===== config.mk =====
export PLATFORM = sky130hd
export DESIGN_NAME = fir_down_sample_pack
export DESIGN_NICKNAME = d
export VERILOG_FILES = /design/src/rtl/fir_down_sample_pack.sv
export SDC_FILE = /design/constraint.sdc
export NUM_CORES = 1
export LEC_CHECK = 0
export ABC_AREA = 1
export CAP_MARGIN = 10
export CORE_MARGIN = 2
export CORE_UTILIZATION = 28
export DETAILED_ROUTE_END_ITERATION = 16
export GPL_TIMING_DRIVEN = 0
export HOLD_SLACK_MARGIN = 0.05
export PLACE_DENSITY_LB_ADDON = 0.08
export SLEW_MARGIN = 20
export SYNTH_ARGS = -nofsm -noshare
export SYNTH_HDL_FRONTEND = slang
export SYNTH_SLANG_ARGS = --single-unit

===== constraint.sdc =====
create_clock -name clk_i -period 12.95 [get_ports clk_i]
set_input_delay 3.2375 -clock clk_i [delete_from_list [all_inputs] [get_ports clk_i]]
set_output_delay 3.2375 -clock clk_i [all_outputs]
set_load 0.02 [all_outputs]

===== src/rtl/fir_down_sample_pack.sv =====
// Decimates the low-pass sample stream by N+1 and packs PACK_NUM kept samples per word into a FWFT FIFO.
// Latency: word-completing input at T -> ds_data_vld_o at T+2 when the FIFO is empty; valid/ready drain.
// Backpressure: full FIFO drops the word (sticky ds_overflow_o); FIR_DS_PACK_FLUSH_EN flushes partial words at stop.
module fir_down_sample_pack #(
  parameter int DATA_WIDTH = 16,
  parameter int PACK_NUM   = 4,
  parameter int FIFO_DEPTH = 16
) (
  input  logic                           clk_i,
  input  logic                           rst_i,
  input  logic                           laser_start_i,
  input  logic [7:0]                     fir_down_sample_num_i,
  input  logic                           lp_laser_vld_i,
  input  logic [DATA_WIDTH-1:0]          lp_laser_data_i,
  output logic                           ds_data_vld_o,
  output logic [DATA_WIDTH*PACK_NUM-1:0] ds_data_o,
  input  logic                           ds_data_rdy_i,
  output logic                           ds_overflow_o,
  output logic [31:0]                    ds_word_cnt_o
);

  localparam int WW = DATA_WIDTH * PACK_NUM;
  localparam int AW = $clog2(FIFO_DEPTH);
  localparam int IW = $clog2(PACK_NUM);
  localparam logic [4:0]    N_MAX     = 5'd19;
  localparam logic [IW-1:0] LAST_LANE = IW'(PACK_NUM - 1);

  logic          start_q;
  logic          rise;
  logic [4:0]    n_lat;
  logic [4:0]    n_clamp;
  logic [4:0]    n_eff;
  logic [4:0]    ph;
  logic [IW-1:0] idx;
  logic [WW-1:0] pack_q;
  logic [WW-1:0] pack_nxt;
  logic [WW-1:0] word_q;
  logic          wr_vld;

  assign rise    = laser_start_i && !start_q;
  assign n_clamp = (fir_down_sample_num_i > 8'd19) ? N_MAX : fir_down_sample_num_i[4:0];
  // The window is latched on the rising edge, so that cycle must already use the new value.
  assign n_eff   = rise ? n_clamp : n_lat;

  always_comb begin
    pack_nxt = pack_q;
    pack_nxt[idx*DATA_WIDTH +: DATA_WIDTH] = lp_laser_data_i;
  end

  always_ff @(posedge clk_i) begin
    if (rst_i) begin
      start_q <= 1'b0;
      n_lat   <= '0;
      ph      <= '0;
      idx     <= '0;
      pack_q  <= '0;
      word_q  <= '0;
      wr_vld  <= 1'b0;
    end else begin
      start_q <= laser_start_i;
      wr_vld  <= 1'b0;
      if (rise) begin
        n_lat <= n_clamp;
      end
      if (!laser_start_i) begin
        ph     <= '0;
        idx    <= '0;
        pack_q <= '0;
`ifdef FIR_DS_PACK_FLUSH_EN
        if (start_q && (idx != '0)) begin
          word_q <= pack_q;
          wr_vld <= 1'b1;
        end
`endif
      end else if (lp_laser_vld_i) begin
        if (ph == n_eff) begin
          ph <= '0;
          if (idx == LAST_LANE) begin
            word_q <= pack_nxt;
            wr_vld <= 1'b1;
            idx    <= '0;
            pack_q <= '0;
          end else begin
            pack_q <= pack_nxt;
            idx    <= idx + 1'b1;
          end
        end else begin
          ph <= ph + 1'b1;
        end
      end
    end
  end

  // Output FIFO: extra pointer MSB distinguishes full from empty.
  logic [WW-1:0] mem [FIFO_DEPTH];
  logic [AW:0]   wr_ptr;
  logic [AW:0]   rd_ptr;
  logic [WW-1:0] last_q;
  logic          empty;
  logic          full;
  logic          rd;
  logic          wr_ok;
  logic          drop;

  assign empty = (wr_ptr == rd_ptr);
  assign full  = (wr_ptr[AW-1:0] == rd_ptr[AW-1:0]) && (wr_ptr[AW] != rd_ptr[AW]);
  assign rd    = !empty && ds_data_rdy_i;
  assign wr_ok = wr_vld && (!full || rd);
  assign drop  = wr_vld && full && !rd;

  assign ds_data_vld_o = !empty;
  assign ds_data_o     = empty ? last_q : mem[rd_ptr[AW-1:0]];

  always_ff @(posedge clk_i) begin
    if (wr_ok) begin
      mem[wr_ptr[AW-1:0]] <= word_q;
    end
  end

  always_ff @(posedge clk_i) begin
    if (rst_i) begin
      wr_ptr        <= '0;
      rd_ptr        <= '0;
      last_q        <= '0;
      ds_overflow_o <= 1'b0;
      ds_word_cnt_o <= '0;
    end else begin
      last_q <= ds_data_o;
      if (wr_ok) begin
        wr_ptr <= wr_ptr + 1'b1;
      end
      if (rd) begin
        rd_ptr <= rd_ptr + 1'b1;
      end
      if (rise) begin
        ds_overflow_o <= drop;
        ds_word_cnt_o <= {31'b0, wr_ok};
      end else begin
        if (drop) begin
          ds_overflow_o <= 1'b1;
        end
        if (wr_ok) begin
          ds_word_cnt_o <= ds_word_cnt_o + 32'd1;
        end
      end
    end
  end

endmodule


==> results.py, run 1 <==
metrics = {
    "sta": {
        "setup_viol": 0,
        "tightest_slew_ns": 1.13,
        "fmax_mhz": 119,
        "finalHoldViolCount": 0,
        "relSlewSlack_pct": 24.8,
        "period_share_pct": 65.1,
        "fin_skew_ns": 0.0304,
        "rsz0062_at_grt": "false",
        "slew_viol_final": 0,
        "min_period_ns": 8.43,
        "fin_ws_ns": 4.52,
    },
    "global_route": {
        "grt_max_degree": 20,
        "grt_pass1_vias": 35900,
        "grt-ovfl-total": 0,
        "grt_pass1_wl_mm": 279,
        "antenna_found_initial": 13,
        "grt_use_total_pct": 21.4,
    },
    "floorplan": {
        "fp.coreArea_sq_mm": 0.181,
        "die-area_sq_mm": 0.186,
        "die_x_microns": 432,
        "start_util_pct": 28.3,
        "die_h_microns": 432,
        "io_pins": 127,
        "fp-row-count": 156,
    },
    "clocking": {
        "cts_resized": 0,
        "cts.clk_slew.worst_paths_ns": 0.06,
        "clockRootBuffer": "clkbuf_16",
        "cts_buffers": 153,
        "tritoncts": "done",
        "cts_buffer_depth": 3,
        "numClockSinks": 1277,
        "cts_setup_buffers": 0,
        "hold_buffers": 0,
        "htree_levels": 4,
        "clk_latency_ns": 0.80,
    },
    "routing": {
        "wl_met3_mm": 11.8,
        "avgViaCountPerCell": 4.97,
        "routedWlPerCell_microns": 27.3,
        "drc": 0,
        "vias": 36600,
        "route.antenna.remaining_nets": 0,
        "routed_wl_mm": 201,
        "topRoutingLayerUsed": "met5",
        "wl_met1_mm": 91.2,
        "first_iter_violations": 3552,
        "met2_length_mm": 91.8,
        "drt-pass1-iter-count": 5,
    },
    "cells_and_area": {
        "drive_gt1_share_pct": 7.80,
        "finalNetCount": 4908,
        "synthToLayoutAreaGrowth_pct": 21.1,
        "multi_input_area_sq_mm": 0.0132,
        "n_fill_cell": 18100,
        "seqCellArea_sq_mm": 0.0358,
    },
    "status": {
        "outcome": "finished clean",
    },
    "worst_hold_path": {
        "worstHoldStart": "pack_q[39]",
        "holdPathStages": 2,
        "hold_path_class": "reg -> reg",
        "whs_endpoint": "pack_q[39]",
    },
    "pwr": {
        "fin_total_pwr_mw": 9.56,
        "powerDensity_mw_per_mm2": 154,
        "power.leakage_nw": 21.1,
        "p_int_mw": 7.04,
        "pwr-share-comb_pct": 11.1,
        "pwr-share-clk_pct": 42.8,
        "power.share.switching_pct": 26.3,
        "seq_power_share_pct": 46.1,
        "power.switching_mw": 2.52,
        "irDropWorstVdd_uv": 136,
    },
    "worst_setup_path": {
        "end_kind": "output port",
        "reg2reg_to": "last_q[50]",
        "criticalPathCategory": "reg -> out",
        "r2r_cells": 8,
        "r2r_slack_ns": 8.95,
        "start_kind": "flip-flop",
        "path_max_fanout": 10,
        "cp.arrival_ns": 5.19,
        "crit_required_ns": 9.71,
    },
    "logic_synthesis": {
        "ys_seq_area_share_pct": 70.0,
        "yosys_register_bits": 1277,
        "syn_avg_cell_area_sq_um": 11.3,
        "syn-cell-area_sq_mm": 0.0512,
        "ys_types": 37,
        "ys_warn_count": 0,
        "synth_nets": 4555,
        "netlist_instances": 4513,
    },
    "run": {
        "drv_cap": 0,
    },
    "place": {
        "portBuffers": 124,
        "post-dp-hpwl_mm": 141,
        "place_ws_ns": 5.18,
        "gp_congestion": 0.797,
    },
}
cell usage after synthesis, drive strengths merged:
library cell,n,share of area [%]
edfxtp,1024,60
nor2,715,5.3
o21ai,627,6.1
nand2,534,3.9
inv,263,1.9
dfxtp,253,9.9
clkbuf,235,1.7
o221ai,192,3.3
nand3,184,1.8
a21oi,119,1.2
o22ai,96,1.2
nand4,75,0.92
buf,73,0.79
nand3b,35,0.51
xor2,22,0.38
a22oi,14,0.21
nor3,14,0.15
ha,13,0.32
xnor2,8,0.14
clkinv,5,0.039
nor4,5,0.061
or2,3,0.037
a211oi,1,0.015
and3,1,0.012
o21a,1,0.015
o21bai,1,0.015
power by group through the flow:
stage | Combinational (mW) | Sequential (mW) | Clock (mW)
floorplan | 0.531 | 4.49 | 0
global placement | 1.07 | 4.50 | 0
detailed placement | 1.07 | 4.50 | 0
CTS | 1.08 | 4.41 | 4.19
global route | 1.14 | 4.41 | 4.33
finish | 1.06 | 4.41 | 4.09
cells in the final DEF (no fill, tap or decap), drive strengths merged, types with 2 or more instances in the layout:
| cell type | instances |
|---|---|
| a21oi | 119 |
| a22oi | 14 |
| buf | 147 |
| bufinv | 2 |
| clkbuf | 460 |
| clkdlybuf4s50 | 124 |
| clkinv | 47 |
| dfxtp | 253 |
| diode | 4 |
| edfxtp | 1024 |
| ha | 13 |
| inv | 271 |
| nand2 | 534 |
| nand3 | 184 |
| nand3b | 35 |
| nand4 | 75 |
| nor2 | 715 |
| nor3 | 14 |
| nor4 | 5 |
| o21ai | 627 |
| o221ai | 192 |
| o22ai | 96 |
| or2 | 3 |
| xnor2 | 8 |
| xor2 | 22 |
layout make-up:
type / instances / share of cell area, %
flip-flops and latches: 1277 / 57.8
plain buffers: 308 / 2.12
repair buffers: 198 / 4.81
diodes: 4 / 0.0162
multi-input cells: 2660 / 21.3
clock inverters: 53 / 0.565
well taps: 2370 / 4.79
inverters: 268 / 1.63
clock buffers: 225 / 7.00
worst max-delay path by stage:
stage          cells after the start     startpoint            end  slack, ns
2_1_floorplan                      7  ds_data_rdy_i      mem[0][0]       5.92
3_3_place_gp                       9  ds_data_rdy_i      wr_ptr[4]      -0.03
3_5_place_dp                       9      flip-flop  ds_data_o[34]       5.18
4_1_cts                            9      flip-flop  ds_data_o[34]       4.31
5_1_grt                            9      flip-flop  ds_data_o[34]       4.34
6_report                           9      flip-flop  ds_data_o[50]       4.52
metal layers:
| metal | vias to the layer above | GRT usage [%] |
|---|---|---|
| li1 | 16900 | - |
| met1 | 18200 | 29.5 |
| met5 | - | 0 |
| met2 | 1135 | 33.8 |
| met3 | 265 | 3.78 |
| met4 | 2 | 7.10 |
per-stage QoR:
stage,cells,hold WS [ns],area [sq um],util (%),setup TNS [ns]
floorplan,4513,0.439,51200,-,0
global placement,7007,0.452,55400,30.6,-0.0295
detailed placement,7081,0.451,57300,31.6,0
CTS,7359,0.469,62000,34.2,0
global route,7359,0.483,62000,34.2,0
finish,7363,0.469,62000,34.2,0
logic make-up after synthesis:
| group | share of synthesized area [%] |
|---|---|
| XOR/XNOR | 0.513 |
| AO/OA/AOI/OAI | 12.0 |
| adder cells (fa/ha/maj) | 0.318 |
| buffers and inverters | 4.49 |
| flip-flops | 70.0 |
| AND/OR/NAND/NOR | 12.7 |
critical path: stages (launching register included):
cell	delay, ns
dfxtp_1	0.60
clkbuf_1	0.77
clkbuf_1	0.52
clkbuf_1	0.84
o221ai_1	0.39
nand3_1	0.23
nand2_1	0.27
nand2_1	0.17
nand2_1	0.07
clkdlybuf4s50_1	0.53
sequential cells by signal (all words and copies together) (netlist names), 32 cells and up, named ones only:
signal         count
mem             1024
last_q            64
word_q            64
ds_word_cnt_o     32
pack_q            64
Note: power is estimated with default switching activity, not from simulation.
==> run 2: changes to the inputs <==
==> constraint.sdc (replaced) <==
create_clock -name clk_i -period 6.91 [get_ports clk_i]
set_input_delay 1.7275 -clock clk_i [delete_from_list [all_inputs] [get_ports clk_i]]
set_output_delay 1.7275 -clock clk_i [all_outputs]
set_load 0.02 [all_outputs]
==> run 2 against run 1 <==
First-iteration DRC count is essentially flat. Total power grew 87%. Worst setup slack lost 4.4 ns.
==> results.py, run 2 (synthesized netlist as in run 1, its figures left out) <==
metrics = {
    "status": {
        "outcome": "finished clean",
    },
    "routing": {
        "drc": 0,
        "topRoutingLayerUsed": "met5",
        "vias": 36600,
        "met2_length_mm": 91.8,
        "routedWlPerCell_microns": 27.3,
        "route.antenna.remaining_nets": 0,
        "wl_met3_mm": 11.8,
        "avgViaCountPerCell": 4.97,
        "first_iter_violations": 3550,
        "wl_met1_mm": 91.2,
        "drt-pass1-iter-count": 5,
        "routed_wl_mm": 201,
    },
    "sta": {
        "min_period_ns": 6.78,
        "period_share_pct": 98.1,
        "fin_ws_ns": 0.130,
        "slew_viol_final": 0,
        "holdWs_ns": 0.469,
        "rsz0062_at_grt": "false",
        "fin_skew_ns": 0.0304,
        "fin_setup_tns_ns": 0,
        "relSlewSlack_pct": 24.8,
        "tightest_slew_ns": 1.13,
        "setup_viol": 0,
        "fmax_mhz": 147,
        "finalHoldViolCount": 0,
    },
    "worst_setup_path": {
        "start_kind": "flip-flop",
        "criticalPathCategory": "reg -> out",
        "crit_required_ns": 5.18,
        "end_kind": "output port",
        "cp.arrival_ns": 5.05,
        "path_max_fanout": 10,
    },
    "place": {
        "portBuffers": 124,
        "dp_cells": 7081,
        "gp_congestion": 0.797,
        "dpl_cell_area_sq_mm": 0.0573,
        "place_ws_ns": 0.647,
        "post-dp-hpwl_mm": 141,
    },
    "clocking": {
        "hold_buffers": 0,
        "numClockSinks": 1277,
        "cts_resized": 2,
        "cts_setup_buffers": 0,
        "cts_buffer_depth": 3,
        "clockRootBuffer": "clkbuf_16",
        "clk_latency_ns": 0.80,
        "tritoncts": "done",
        "htree_levels": 4,
        "cts.clk_slew.worst_paths_ns": 0.06,
        "cts_buffers": 153,
    },
    "global_route": {
        "grt_pass1_vias": 35900,
        "grt-ovfl-total": 0,
        "grt_pass1_wl_mm": 279,
        "antenna_found_initial": 13,
        "grt_max_degree": 20,
        "grt_use_total_pct": 21.4,
    },
    "floorplan": {
        "fp.coreArea_sq_mm": 0.181,
        "io_pins": 127,
        "die-area_sq_mm": 0.186,
        "die_h_microns": 432,
        "fp-row-count": 156,
        "die_x_microns": 432,
        "start_util_pct": 28.3,
    },
    "worst_hold_path": {
        "hold_path_class": "reg -> reg",
    },
    "cells_and_area": {
        "finalNetCount": 4908,
        "synthToLayoutAreaGrowth_pct": 21.1,
        "layout_common_cells": "edfxtp_1 (1024), nor2_1 (698), o21ai_0 (591)",
        "largest_register_ffs": 1024,
        "drive_gt1_share_pct": 7.82,
        "fin_area_sq_mm": 0.0620,
        "instances_no_fill": 7363,
        "layout_commonest_cell": "edfxtp_1",
        "utilization_pct": 34.2,
    },
    "pwr": {
        "fin_total_pwr_mw": 17.9,
        "power.leakage_nw": 21.1,
        "irDropWorstVdd_uv": 256,
        "powerDensity_mw_per_mm2": 289,
    },
    "run": {
        "drv_cap": 0,
    },
}
[run 2: final timing paths]
path	from	end	slack, ns	cells past startpoint
max	flip-flop	ds_data_o[50]	0.13	9
min	pack_q[39]	pack_q[39]	0.47	2
max reg2reg	flip-flop	last_q[50]	3.14	8
min reg2reg	pack_q[39]	pack_q[39]	0.47	2
[run 2: layer usage]
metal  track usage [%]  up-vias
li1                  -    16900
met1              29.5    18200
met2              33.8     1139
met3              3.78      268
met4              7.10        2
met5                 0        -
[run 2: worst max-delay path, stage by stage (launching register included)]
cell,delay (ns)
dfxtp_1,0.75
clkbuf_1,0.84
clkbuf_1,0.72
o21ai_0,0.24
o221ai_1,0.33
nand3_1,0.19
nand2_1,0.35
nand2_1,0.13
nand2_1,0.10
clkdlybuf4s50_1,0.60
[run 2: area by class of cell]
type	count	area (sq um)
Fill cell	18100	119000
Sequential cell	1277	35800
Multi-Input combinational cell	2660	13200
Clock buffer	225	4340
Timing Repair Buffer	198	2980
Tap cell	2370	2970
Buffer	308	1320
Inverter	268	1010
Clock inverter	53	350
Antenna cell	4	10.0
[run 2: where the power goes]
part / internal [mW] / switching [mW] / total [mW]
Clock: 4.42 / 3.25 / 7.67
Combinational: 0.542 / 1.44 / 1.99
Sequential: 8.25 / 0.0191 / 8.26
